--- src/rtl/video_timing_if.sv ---
// Raster timing bundle from the timing generator to a pixel source.
// master: driven by video_timing_gen.  slave: consumed by the pixel source.
//   o_HSync/o_VSync   sync levels (polarity set by the generator)
//   o_DE              visible-pixel enable
//   o_X/o_Y           visible coordinates, 0 outside active
//   o_LineStart       one-cycle strobe at h=0
//   o_FrameStart      one-cycle strobe at h=0, v=0
//   o_Fetch/X/Y       one-step look-ahead of o_DE/o_X/o_Y (0 when not built)
interface video_timing_if #(
    parameter int unsigned CW = 12
);
    logic          o_HSync;
    logic          o_VSync;
    logic          o_DE;
    logic [CW-1:0] o_X;
    logic [CW-1:0] o_Y;
    logic          o_LineStart;
    logic          o_FrameStart;
    logic          o_Fetch;
    logic [CW-1:0] o_FetchX;
    logic [CW-1:0] o_FetchY;

    modport master (
        output o_HSync, o_VSync, o_DE, o_X, o_Y,
               o_LineStart, o_FrameStart, o_Fetch, o_FetchX, o_FetchY
    );

    modport slave (
        input  o_HSync, o_VSync, o_DE, o_X, o_Y,
               o_LineStart, o_FrameStart, o_Fetch, o_FetchX, o_FetchY
    );
endinterface

--- src/rtl/video_timing_gen.sv ---
// Parametrised raster timing generator.
// Counts pixels (h) and lines (v) on enabled cycles and registers sync,
// data-enable, coordinates and line/frame strobes decoded from the counter
// value before each increment.
// Ports:
//   i_Clk    pixel-domain clock, all logic on posedge
//   i_Rst_n  synchronous active-low reset, priority over i_CE
//   i_CE     pixel enable; the raster advances only when high
//   vid      video_timing_if.master output bundle
// Optional feature: define VTG_LOOKAHEAD_EN to build the fetch look-ahead
// decoder; otherwise o_Fetch/o_FetchX/o_FetchY are tied to 0.
module video_timing_gen #(
    parameter int unsigned H_SYNC   = 96,
    parameter int unsigned H_BP     = 48,
    parameter int unsigned H_ACTIVE = 640,
    parameter int unsigned H_FP     = 16,
    parameter int unsigned V_SYNC   = 2,
    parameter int unsigned V_BP     = 33,
    parameter int unsigned V_ACTIVE = 480,
    parameter int unsigned V_FP     = 10,
    parameter bit          H_POL    = 1'b0,
    parameter bit          V_POL    = 1'b0,
    parameter int unsigned CW       = 12
) (
    input  logic           i_Clk,
    input  logic           i_Rst_n,
    input  logic           i_CE,
    video_timing_if.master vid
);
    localparam int unsigned H_ACT_START = H_SYNC + H_BP;
    localparam int unsigned H_ACT_END   = H_ACT_START + H_ACTIVE;
    localparam int unsigned H_TOTAL     = H_ACT_END + H_FP;
    localparam int unsigned V_ACT_START = V_SYNC + V_BP;
    localparam int unsigned V_ACT_END   = V_ACT_START + V_ACTIVE;
    localparam int unsigned V_TOTAL     = V_ACT_END + V_FP;
    localparam bit CFG_OK = (64'(H_TOTAL) <= (64'd1 << CW)) &&
                            (64'(V_TOTAL) <= (64'd1 << CW));

    logic [CW-1:0] h_q, v_q, h_nxt, v_nxt;
    logic          hs_q, vs_q, de_q, ls_q, fs_q;
    logic [CW-1:0] x_q, y_q;
    logic          cur_hs, cur_vs, cur_de;
    logic [CW-1:0] cur_x, cur_y;

    // Region decode of one counter position; compares run at 32 bits so a
    // region end equal to 2^CW does not wrap.
    function automatic void decode(
        input  logic [CW-1:0] h,
        input  logic [CW-1:0] v,
        output logic          hs,
        output logic          vs,
        output logic          de,
        output logic [CW-1:0] x,
        output logic [CW-1:0] y
    );
        logic h_act;
        logic v_act;
        h_act = (32'(h) >= H_ACT_START) && (32'(h) < H_ACT_END);
        v_act = (32'(v) >= V_ACT_START) && (32'(v) < V_ACT_END);
        hs    = (32'(h) < H_SYNC) ? H_POL : ~H_POL;
        vs    = (32'(v) < V_SYNC) ? V_POL : ~V_POL;
        de    = h_act && v_act;
        x     = de    ? (h - CW'(H_ACT_START)) : '0;
        y     = v_act ? (v - CW'(V_ACT_START)) : '0;
    endfunction

    // Counter successor: wrap h at end of line, v at end of frame.
    always_comb begin
        h_nxt = h_q + CW'(1);
        v_nxt = v_q;
        if (32'(h_q) == H_TOTAL - 1) begin
            h_nxt = '0;
            v_nxt = (32'(v_q) == V_TOTAL - 1) ? '0 : v_q + CW'(1);
        end
    end

    // Decode of the current counter position.
    always_comb begin
        decode(h_q, v_q, cur_hs, cur_vs, cur_de, cur_x, cur_y);
    end

    // Counters and registered outputs; levels hold while i_CE is low.
    always_ff @(posedge i_Clk) begin
        if (!i_Rst_n) begin
            h_q  <= '0;
            v_q  <= '0;
            hs_q <= ~H_POL;
            vs_q <= ~V_POL;
            de_q <= 1'b0;
            x_q  <= '0;
            y_q  <= '0;
            ls_q <= 1'b0;
            fs_q <= 1'b0;
        end else begin
            ls_q <= i_CE && (h_q == '0);
            fs_q <= i_CE && (h_q == '0) && (v_q == '0);
            if (i_CE) begin
                h_q  <= h_nxt;
                v_q  <= v_nxt;
                hs_q <= cur_hs;
                vs_q <= cur_vs;
                de_q <= cur_de;
                x_q  <= cur_x;
                y_q  <= cur_y;
            end
        end
    end

    assign vid.o_HSync      = hs_q;
    assign vid.o_VSync      = vs_q;
    assign vid.o_DE         = de_q;
    assign vid.o_X          = x_q;
    assign vid.o_Y          = y_q;
    assign vid.o_LineStart  = ls_q;
    assign vid.o_FrameStart = fs_q;

`ifdef VTG_LOOKAHEAD_EN
    logic          nxt_hs_unused, nxt_vs_unused, nxt_de;
    logic [CW-1:0] nxt_x, nxt_y;
    logic          f_q;
    logic [CW-1:0] fx_q, fy_q;

    // Decode of the position the counters move to on this enabled step,
    // i.e. what o_DE/o_X/o_Y will show after the following enabled edge.
    always_comb begin
        decode(h_nxt, v_nxt, nxt_hs_unused, nxt_vs_unused, nxt_de, nxt_x, nxt_y);
    end

    always_ff @(posedge i_Clk) begin
        if (!i_Rst_n) begin
            f_q  <= 1'b0;
            fx_q <= '0;
            fy_q <= '0;
        end else if (i_CE) begin
            f_q  <= nxt_de;
            fx_q <= nxt_x;
            fy_q <= nxt_y;
        end
    end

    assign vid.o_Fetch  = f_q;
    assign vid.o_FetchX = fx_q;
    assign vid.o_FetchY = fy_q;
`else
    assign vid.o_Fetch  = 1'b0;
    assign vid.o_FetchX = '0;
    assign vid.o_FetchY = '0;
`endif

    // Mode totals must fit the counter width.
    always @(posedge i_Clk) begin
        if (!i_Rst_n) begin
            assert (CFG_OK)
            else $error("video_timing_gen: H_TOTAL/V_TOTAL exceed 2^CW");
        end
    end
endmodule
--- src/flat_wrapper.sv ---
// flat-port wrapper written by rule: the top's interface ports become plain ports
module video_timing_gen_flat 
#(
    parameter int unsigned H_SYNC   = 96,
    parameter int unsigned H_BP     = 48,
    parameter int unsigned H_ACTIVE = 640,
    parameter int unsigned H_FP     = 16,
    parameter int unsigned V_SYNC   = 2,
    parameter int unsigned V_BP     = 33,
    parameter int unsigned V_ACTIVE = 480,
    parameter int unsigned V_FP     = 10,
    parameter bit          H_POL    = 1'b0,
    parameter bit          V_POL    = 1'b0,
    parameter int unsigned CW       = 12
)
  (i_Clk, i_Rst_n, i_CE, vid_o_HSync, vid_o_VSync, vid_o_DE, vid_o_X, vid_o_Y, vid_o_LineStart, vid_o_FrameStart, vid_o_Fetch, vid_o_FetchX, vid_o_FetchY);
  video_timing_if #(.CW(CW)) vid_i ();
  input  logic i_Clk;
  input  logic i_Rst_n;
  input  logic i_CE;
  output wire logic [$bits(vid_i.o_HSync)-1:0] vid_o_HSync;
  output wire logic [$bits(vid_i.o_VSync)-1:0] vid_o_VSync;
  output wire logic [$bits(vid_i.o_DE)-1:0] vid_o_DE;
  output wire logic [$bits(vid_i.o_X)-1:0] vid_o_X;
  output wire logic [$bits(vid_i.o_Y)-1:0] vid_o_Y;
  output wire logic [$bits(vid_i.o_LineStart)-1:0] vid_o_LineStart;
  output wire logic [$bits(vid_i.o_FrameStart)-1:0] vid_o_FrameStart;
  output wire logic [$bits(vid_i.o_Fetch)-1:0] vid_o_Fetch;
  output wire logic [$bits(vid_i.o_FetchX)-1:0] vid_o_FetchX;
  output wire logic [$bits(vid_i.o_FetchY)-1:0] vid_o_FetchY;
  assign vid_o_HSync = vid_i.o_HSync;
  assign vid_o_VSync = vid_i.o_VSync;
  assign vid_o_DE = vid_i.o_DE;
  assign vid_o_X = vid_i.o_X;
  assign vid_o_Y = vid_i.o_Y;
  assign vid_o_LineStart = vid_i.o_LineStart;
  assign vid_o_FrameStart = vid_i.o_FrameStart;
  assign vid_o_Fetch = vid_i.o_Fetch;
  assign vid_o_FetchX = vid_i.o_FetchX;
  assign vid_o_FetchY = vid_i.o_FetchY;
  video_timing_gen #(.H_SYNC(H_SYNC), .H_BP(H_BP), .H_ACTIVE(H_ACTIVE), .H_FP(H_FP), .V_SYNC(V_SYNC), .V_BP(V_BP), .V_ACTIVE(V_ACTIVE), .V_FP(V_FP), .H_POL(H_POL), .V_POL(V_POL), .CW(CW)) u_core (.i_Clk(i_Clk), .i_Rst_n(i_Rst_n), .i_CE(i_CE), .vid(vid_i));
endmodule
--- config.mk ---
export PLATFORM = sky130hd
export DESIGN_NAME = video_timing_gen_flat
export DESIGN_NICKNAME = d
export VERILOG_FILES = /design/src/rtl/video_timing_if.sv /design/src/rtl/video_timing_gen.sv /design/src/flat_wrapper.sv
export SDC_FILE = /design/constraint.sdc
export NUM_CORES = 1
export LEC_CHECK = 0
export CAP_MARGIN = 5
export CORE_UTILIZATION = 25
export CTS_CLUSTER_DIAMETER = 80
export DETAILED_ROUTE_END_ITERATION = 7
export SETUP_SLACK_MARGIN = 0.2
export SLEW_MARGIN = 25
export SYNTH_ARGS = -nofsm -noshare
export SYNTH_HDL_FRONTEND = slang
export SYNTH_SLANG_ARGS = --single-unit
--- constraint.sdc ---
create_clock -name i_Clk -period 4.1 [get_ports i_Clk]
set_input_delay 0.82 -clock i_Clk [delete_from_list [all_inputs] [get_ports i_Clk]]
set_output_delay 0.82 -clock i_Clk [all_outputs]
set_load 0.005 [all_outputs]
==> metrics <==
status=finished with violations; failing checks=design-rule violations; Post-layout nets=366; via count=2429; CP startpoint kind=input port; area grow syn2layout=16.5%; Mapped Cells=343; wire length per cell=12.6 um; met2 usage=17.2%; Ports=57; top_reg_cell synth=dfxtp_1; core area=0.0115 mm^2; Setup crit end kind=flip-flop; global-route wire length before repair=10900 um; gr busiest metal=met2; CTS clock-pin slew for the worst setup and hold paths=70 ps; number of max-cap violations=0; fin crit share=63.8%; vias in the first global route=2243; full die area=0.0123 mm^2; endpoints failing setup=0; post-CTS resize count=0; final worst slack=1490 ps; # fillers=1201; Clock Latency Late Sink=290 ps; Hold Crit Class=reg -> reg; sequential area share after synthesis=35.7%; Post-CTS Setup Bufs=0; WP data arrival=2840 ps; share of layout cells above drive strength 1=6.72%; GR Layer Usage met1=14.0%; Placement Rows=39; most common library cell in the layout ignoring fill and taps=dfxtp_1; Max Clock Freq=383 MHz; clk buf depth=2; register area=0.00106 mm^2; DRC Markers=11; DP HPWL=4530 um; Netlist cell types=57; remaining antenna violation count after routing=0; largest net degree at the start of global routing=48; Hold Buf Count CTS=0; synth warn=0; Post-Syn Area=0.00297 mm^2; initial core utilization=25.8%; htree depth=2; number of synthesized flops with an enable pin=0; PwrDens=346 mW/mm^2; Worst-Margin Slew=686 ps; initial antenna violation count=0; critical-path maximum fanout=14; GRT met3 Usage=1.15%; Final Hold Fails=0; GRT overflow=0; initial drt markers=165; RD Place Congestion=0.816; setup tns final=0 ps; Clock Skew=6.18 ps; fin. max-slew vios=0; Rel. slew slack=54.3%; overall routing resource usage=10.5%; TritonCTS Buffers=5; IO buf count=31; most frequent cells in the layout=dfxtp_1 (53), clkdlybuf4s50_1 (31), conb_1 (25); router iterations before antenna repair=8; Leakage Power=1.21 nW; Async SR Flop Fraction=0%; RSZ-0062 raised after global routing=false; Vias/cell=4.86; minimum clock period=2610 ps; VDD IR max=0.183 mV; Multi-input gate area=0.00164 mm^2; Antenna diodes=0; CTS tree=done; crit path kind=in -> reg; Sink Count=53; Worst Path Required=4320 ps; Root Driver=clkbuf_16; Post-Route WL=6320 um; Seq cells post-synth=53; die width=111 um; Vert. Die Dim=111 um; pre-CTS setup slack=1210 ps; Synth Area per Inst=8.66 um^2
[sequential cells by signal, summed over array words and instances (netlist names)]
signal / count
u_core.vid.o_VSync: 1
u_core.vid.o_X: 12
u_core.vid.o_DE: 1
u_core.vid.o_FrameStart: 1
u_core.vid.o_Y: 12
u_core.vid.o_HSync: 1
u_core.vid.o_LineStart: 1
u_core.h_q: 12
u_core.v_q: 12
[metrics by stage]
step / hold slack [ps] / cell area (um^2) / std cells / power [W] / utilization [%]
floorplan: 426 / 3060 / 367 / 0.000651 / -
global placement: 421 / 3260 / 491 / 0.000666 / 28.3
detailed placement: 422 / 3260 / 492 / 0.000668 / 28.3
CTS: 435 / 3460 / 500 / 0.00121 / 30.0
global route: 479 / 3460 / 500 / 0.00125 / 30.0
finish: 432 / 3460 / 500 / 0.00120 / 30.0
[path summary, 6_finish.rpt]
kind / from / endpoint / slack (ps) / cells past startpoint
max reg2reg: u_core.v_q[0] / u_core.vid.o_X[9] / 1580 / 5
max: i_CE / u_core.v_q[4] / 1490 / 5
min reg2reg: u_core.vid.o_Y[10] / u_core.vid.o_Y[10] / 430 / 2
min: u_core.vid.o_Y[10] / u_core.vid.o_Y[10] / 430 / 2
[Yosys cell counts, types with 4 or more instances]
cell	instances	share of area (%)
nor2_1	19	2.4
nand4_1	7	1.5
nand3b_1	19	4.8
nand2_1	19	2.4
o41ai_1	6	1.8
dfxtp_1	53	36
buf_2	6	1.0
inv_1	12	1.5
o21ai_0	7	1.2
buf_4	26	6.6
clkbuf_1	20	2.5
nand3_1	9	1.5
ha_1	7	2.9
xnor2_1	16	4.7
and3_1	5	1.1
o2111ai_1	6	1.8
a21oi_1	15	2.5
nor4_1	10	2.1
nand2b_1	7	1.5
o31ai_1	11	2.8
nor3_1	7	1.2
or3_1	6	1.3
xor2_1	4	1.2
[power breakdown]
group	total, W	switching [W]	internal (W)
Sequential	0.000544	0.0000153	0.000529
Clock	0.000542	0.000190	0.000352
Combinational	0.000112	0.0000633	0.0000488
[area by class of cell]
class                   count  share of cell area, %
multi-input cells         249                   47.5
flip-flops and latches     53                   30.7
repair buffers             35                   9.77
well taps                 143                   5.17
clock buffers               5                   3.62
clock inverters             3                   1.99
inverters                  12                   1.30
[metal layers]
layer | part of all wire, % | vias up | wire (um)
met2 | 46 | 65 | 2930
met4 | 1.0 | 0 | 65
met1 | 49 | 1144 | 3130
li1 | - | 1216 | -
met3 | 3.1 | 4 | 197
met5 | 0 | - | 0
[critical path, cell delays in order]
cell             delay [ps]
clkdlybuf4s50_1         510
nand4_1                 290
or3_4                   540
or4_1                   530
a21oi_1                 140
[logic make-up (layout without fill, tap and decap cells)]
kind of cell / after synthesis / in the layout / share of synthesized area [%]
and+or+nand+nor: 126 / 126 / 25.0
AOI/OAI and AO/OA: 68 / 68 / 17.2
buffers and inverters: 65 / 55 / 12.0
DFF: 53 / 53 / 35.7
xor gates and xnor gates: 20 / 20 / 5.90
adders and majority gates: 7 / 7 / 2.95
muxes: 3 / 3 / 1.01
other: 1 / 25 / 0.126
Power figures use the tool's default switching activity.
